**src/rtl/pool_frame_ctrl.sv**
```systemverilog
// pool_frame_ctrl: sequences one pooling frame between the conv engine and
// the linear stage, driving the 2x2 max-pool bank's in_vld/cnt pair.
//
// Ports:
//   clk, rst_n           clock, asynchronous active-low reset
//   start                single-cycle frame request, honoured only in IDLE
//   abort                synchronous cancel, highest priority
//   src_vld / src_rdy    conv beat handshake (upstream)
//   pool_vld / pool_cnt  pool bank in_vld and beat index
//   res_vld / res_rdy    pooled vector handshake (downstream)
//   busy                 controller not idle
//   done                 one-cycle pulse on the result handshake
//   frm_cnt              completed-frame counter, wraps

module pool_frame_ctrl #(
    parameter int CNT_MAX = 68,
    parameter int CNT_W   = 7,
    parameter int FRM_W   = 16
) (
    input  logic             clk,
    input  logic             rst_n,
    input  logic             start,
    input  logic             abort,
    input  logic             src_vld,
    output logic             src_rdy,
    output logic             pool_vld,
    output logic [CNT_W-1:0] pool_cnt,
    output logic             res_vld,
    input  logic             res_rdy,
    output logic             busy,
    output logic             done,
    output logic [FRM_W-1:0] frm_cnt
);

    typedef enum logic [1:0] {
        IDLE = 2'd0,
        RUN  = 2'd1,
        HOLD = 2'd2
    } state_t;

    state_t             state_q, state_d;
    logic [CNT_W-1:0]   cnt_q, cnt_d;
    logic [FRM_W-1:0]   frm_q, frm_d;

    logic               in_run;
    logic               in_hold;
    logic               accept;
    logic               last_beat;
    logic               res_hs;

    assign in_run    = (state_q == RUN);
    assign in_hold   = (state_q == HOLD);

    // abort masks the beat in the same cycle so it is never counted
    assign accept    = in_run & src_vld & ~abort;
    assign last_beat = (cnt_q == CNT_W'(CNT_MAX));

    // done is the handshake itself, so it fires while state is still HOLD;
    // a start in that cycle therefore falls into HOLD and is dropped
    assign res_hs    = in_hold & res_rdy & ~abort;

    always_ff @(posedge clk or negedge rst_n) begin
        if (!rst_n) begin
            state_q <= IDLE;
            cnt_q   <= '0;
            frm_q   <= '0;
        end else begin
            state_q <= state_d;
            cnt_q   <= cnt_d;
            frm_q   <= frm_d;
        end
    end

    always_comb begin
        state_d = state_q;
        cnt_d   = cnt_q;
        frm_d   = frm_q;
        if (abort) begin
            state_d = IDLE;
            cnt_d   = '0;
        end else begin
            unique case (state_q)
                IDLE: begin
                    if (start) begin
                        state_d = RUN;
                        cnt_d   = '0;
                    end
                end
                RUN: begin
                    if (accept) begin
                        if (last_beat) begin
                            state_d = HOLD;
                            cnt_d   = '0;
                        end else begin
                            cnt_d   = cnt_q + CNT_W'(1);
                        end
                    end
                end
                HOLD: begin
                    if (res_rdy) begin
                        state_d = IDLE;
                        frm_d   = frm_q + FRM_W'(1);
                    end
                end
                default: begin
                    state_d = IDLE;
                    cnt_d   = '0;
                end
            endcase
        end
    end

    assign src_rdy  = in_run & ~abort;
    assign pool_vld = accept;
    assign pool_cnt = cnt_q;
    assign res_vld  = in_hold;
    assign busy     = (state_q != IDLE);
    assign done     = res_hs;
    assign frm_cnt  = frm_q;

endmodule

```
**config.mk**
```make
export PLATFORM = sky130hd
export DESIGN_NAME = pool_frame_ctrl
export DESIGN_NICKNAME = d
export VERILOG_FILES = /design/src/rtl/pool_frame_ctrl.sv
export SDC_FILE = /design/constraint.sdc
export NUM_CORES = 1
export LEC_CHECK = 0
export CORE_MARGIN = 2
export CORE_UTILIZATION = 45
export DETAILED_ROUTE_END_ITERATION = 7
export PLACE_DENSITY_LB_ADDON = 0.15
export SLEW_MARGIN = 40
export SYNTH_ARGS = -nofsm -noshare
export SYNTH_HDL_FRONTEND = slang
export SYNTH_SLANG_ARGS = --single-unit
```
**constraint.sdc**
```tcl
create_clock -name clk -period 1.69 [get_ports clk]
set_input_delay 0.338 -clock clk [delete_from_list [all_inputs] [get_ports clk]]
set_output_delay 0.338 -clock clk [all_outputs]
set_load 0.02 [all_outputs]
```
# Word-level counts from Yosys, hierarchy flattened
# Index checks and enable logic that the tools add are counted.
# totals
regBits	25
input_bits	6
output_inout_bits	28
elab_cells	35
# op_classes
n_addsub	2
n_eq_ne	8
mux	11
bitwise_logic	6
reduce_logical	5
# ops
cell	n
7-bit two-way mux	4
7-bit case mux with 3 select lines	1
16-bit by 1-bit adder with 16-bit output (second input constant)	1
2-bit two-way mux	5
3-bit != test (second input constant)	3
7-bit by 1-bit adder with 7-bit output (second input constant)	1
7-bit == test (second input constant)	1
2-bit case mux with 3 select lines	1
3-bit AND reduction	2
1-bit bitwise AND	5
4-bit AND reduction	1
3-bit by 2-bit != test with 1-bit output (second input constant)	1
2-bit by 1-bit == test with 1-bit output (second input constant)	1
2-bit == test (second input constant)	1
2-bit logical NOT	1
2-bit != test (second input constant)	1
2-bit nonzero test	1
1-bit inverter	1

# Logic depth before layout (Yosys ltp)
# logic_depth
depth_word	6
mapped_depth	6
mapped_depth_nobuf	6

# Worst setup path before layout
# Ideal clock, no wire load.
# synth_path
kind	register -> register
start	reg cnt_q[0] (netlist: pool_cnt[0])
end	reg state_q[0]
setup_ps	125
arrival_ps	1399
required_ps	1565
setup_slack_ps	166
path_stages_with_launch	6
period_less_slack_ps	1524
path_cell_list	dfrtp_1 -> inv_1 -> ha_1 -> and2_1 -> and3_1 -> a2111oi_0
# synth_via
elab_chain_cells	3
# synth_rtl
item	line	source
start: declaration	42	logic [CNT_W-1:0] cnt_q, cnt_d;
start signal: assignment	69	cnt_q <= cnt_d;
7-bit == test	56	assign last_beat = (cnt_q == CNT_W'(CNT_MAX));
3-bit by 2-bit != test with 1-bit output (no line)	--	
4-bit AND reduction (no line)	--	
end signal: assignment	68	state_q <= state_d;
end: declaration	41	state_t state_q, state_d;
# No other way between the ends.
# A chain may end at the register's enable or synchronous reset.

# Worst setup path in the final report
# layout_path
start	reg state_q[1]
end	reg cnt_q[6] (netlist: pool_cnt[6])
# layout_via
elab_chain_cells	5
elab_cells_between_ends	11
cone_classes	eq/ne (5); mux (2); bitwise (2); reduce/logical (2)
# layout_rtl
item	line	source
2-bit by 1-bit == test with 1-bit output	51, 82	
1-bit bitwise AND (2 in a row)	55	assign accept = in_run & src_vld & ~abort;
3-bit != test (no line)	--	
3-bit AND reduction (no line)	--	
# Several ways; a longest one is shown, not always the timed one.

==> impl_results.md <==
* Starting Density at a little under half
* Status: complete, no violations
* Critical Path Max Stage Delay at between 400 and 500 ps
* Most common cell on crit path: buf_4
* Ant diodes at 0
* Vias in the first global route at about 1000
* Antenna-violating nets left at 0
* Synth warnings at 0
* Wire per inst at about 13 um
* Distinct cells, synth at 32
* Crit path required time at 1940 ps
* Nets at roughly 180
* Chip Width at approximately 57 um
* Worst Hold Class: in2async
* Hpwl dp at between 1500 and 2000 um
* Synth Net Count at 130
* Crit path time final at roughly 1700 ps
* Clk root buf: clkbuf_4
* Total power at about 0.00097 W
* Final Core Density at 65.49%
* Setup CP Type: reg2reg
* Die Y-Extent at 57.31 um
* Synth area leader: dfrtp_1
* Crit-path cells: buf_4 -> buf_4 -> nand2b_4 -> a21o_4 -> or3_4 -> a21oi_2
* Num Clock Sinks at 25
* Die ar. at roughly 3300 sq um
* Seq/Total Area, Yosys at 48.92%
* Skew-Pair Late Insertion Delay at 310 ps
* Setup violators final at 0
* Clk pin slew, worst setup/hold paths at between 100 and 150 ps
* Top cells by area, synth: dfrtp_1 49%, xnor2_1 8.2%, xor2_1 4.1%
* Synth Instances at about 120
* Final Skew at around 3.8 ps
* Clock Tree Buf Depth at 2
* PortBufs at 33
* Area Overhead vs Synth at 40.02%
* Post-Route WL at between 2000 and 3000 um
* Synth Cell Area at approximately 1300 sq um
* Vias at 1030
* Hold Vio Cnt, Final at 0
* Synth async-reset ratio at between 90% and 100%
* Worst Path Arrival at between 1500 and 2000 ps
* Slew Limit Fails at 0
* Slew headroom at between 70% and 80%
* Worst setup margin at about 19 ps
* First-pass GRT wire length at between 4000 and 5000 um
* CTS tree: built
* Gpl congestion at just under 0.8
* Worst-margin pin slew at around 430 ps
* Critical Path Slowest Stage Cell: dfrtp_1
* Io pins at 34
* Worst Path Max Fanout at 8
* Startpoint Class: register
* Proportion of layout cells with a drive suffix above 1 at a little under a fifth
* Max-Cap Viols at 0
* Largest net degree at the start of global routing at 26
* LEAKAGE at 1.012 nW
* PwrDens at between 500 and 600 nW/um^2
* Synth top area share at around half
* RSZ-0062 raised after global routing: true
* Total GRT Usage at around 17%
* Initial DRC Count at 9
* # rows at 19
* Vias per std cell at 5.074
* Antenna violations before repair at 0
* Number of synthesized flops with an enable pin at 0
* CTS Buf Count at 3
* Period Utilization, post-route at a little over nine tenths
* Total gr overflow at 0
* H-tree depth at 1
* CP Capture Type: register
* Syn_area_per_cell at approximately 11 sq um
* Core area at 2734 sq um
* Yosys reg bits at 25
* VDD IR max at 0.4480 mV
* Pre-CTS setup slack at -407.0 ps
* Fmax at between 500 and 600 MHz
* DRC viols at 0
* First-pass iteration count of the detailed router at 3
* Prevailing post-synth register cell: dfrtp_1
## path summary, 6_finish.rpt
kind / startpoint / to / slack (ps) / cells after the start
max in group asynchronous: rst_n / pool_cnt[3] / 1080 / 2
hold / removal: rst_n / frm_cnt[15] / 370 / 2
min in group clk: abort / state_q[1] / 410 / 3
hold reg to reg: frm_cnt[15] / frm_cnt[15] / 480 / 1
setup reg to reg: state_q[1] / pool_cnt[6] / 20 / 6
setup / recovery: state_q[1] / pool_cnt[6] / 20 / 6
## through the flow
step / hold slack (ps) / std cells / area, sq um / TNS [ps]
CTS: 375.3 / 203 / 1743 / 0
global route: 396.7 / 203 / 1790 / -46.59
global placement: 461.2 / 198 / 1745 / -3177
finish: 365.5 / 203 / 1790 / 0
detailed placement: 461.9 / 198 / 1745 / -3761
floorplan: 42.41 / 121 / 1279 / 0
## critical path: cells and delay by family (launching register included)
kind / cells / cell delay [ps]
and+or+nand+nor: 2 / 510
DFF: 1 / 440
AOI/OAI and AO/OA: 2 / 360
buffers and inverters: 2 / 290
## per-layer routing
metal | GRT usage, % | vias to the layer above | wire length (um)
met4 | 6.977 | 0 | 31
li1 | - | 524 | -
met3 | 2.948 | 4 | 105
met1 | 21.68 | 480 | 1132
met2 | 28.74 | 22 | 1286
met5 | 0 | - | 0
## power breakdown
part / internal, W / leakage [nW] / switching [W] / total, W
Sequential: 0.000602 / 0.342 / 0.00000693 / 0.000609
Combinational: 0.0000458 / 0.655 / 0.0000507 / 0.0000964
Clock: 0.0000921 / 0.0150 / 0.000168 / 0.000260
## synthesized netlist by cell type, drive strengths merged (3+ instances only)
library cell and instances:
nand2 7, ha 3, o21ai 4, and3 5
nor2 12, dfrtp 25, xnor2 12, a211oi 3
and2 3, xor2 6, nand3 7, nand4 7
inv 5
## final cells by class
| type | instances | area [sq um] |
|---|---|---|
| fill | 236 | 943.4 |
| multi-input combinational | 90 | 661.9 |
| sequential | 25 | 625.6 |
| timing repair buffer | 48 | 419.2 |
| tap | 31 | 38.79 |
| clock buffer | 4 | 26.28 |
| inverter | 5 | 18.77 |
## placed cells by master, fill, tap and decap left out, types with 5 or more instances in the layout
| cell | synthesis | final |
|---|---|---|
| xor2_1 | 6 | 6 |
| inv_1 | 5 | 5 |
| nand4_1 | 6 | 6 |
| buf_4 | 1 | 15 |
| dlymetal6s2s_1 | 0 | 7 |
| dlygate4sd2_1 | 0 | 17 |
| nor2_1 | 12 | 11 |
| nand2_1 | 7 | 7 |
| nand3_1 | 7 | 7 |
| and3_1 | 5 | 5 |
| clkdlybuf4s50_1 | 0 | 5 |
| dfrtp_1 | 25 | 25 |
| xnor2_1 | 12 | 12 |
## registers in the layout, summed over array words and instances, names as in the netlist
name	cells
frm_cnt	16
pool_cnt	7
state_q	2
## cells by family after synthesis
logic type      share of synthesized area, %
compound gates                         6.556
xor+xnor                               12.33
fa+ha+maj                              2.936
buf+inv                                2.055
flops                                  48.92
mux                                   0.8806
simple gates                           26.32
## repair_timing
item,in CTS,in global routing
gates resized for setup,31,14
pin swaps,1,5
hold buffers,0,0
setup endpoints to repair,21,17
buffers inserted,1,0
(Power assumes the default switching activity.)
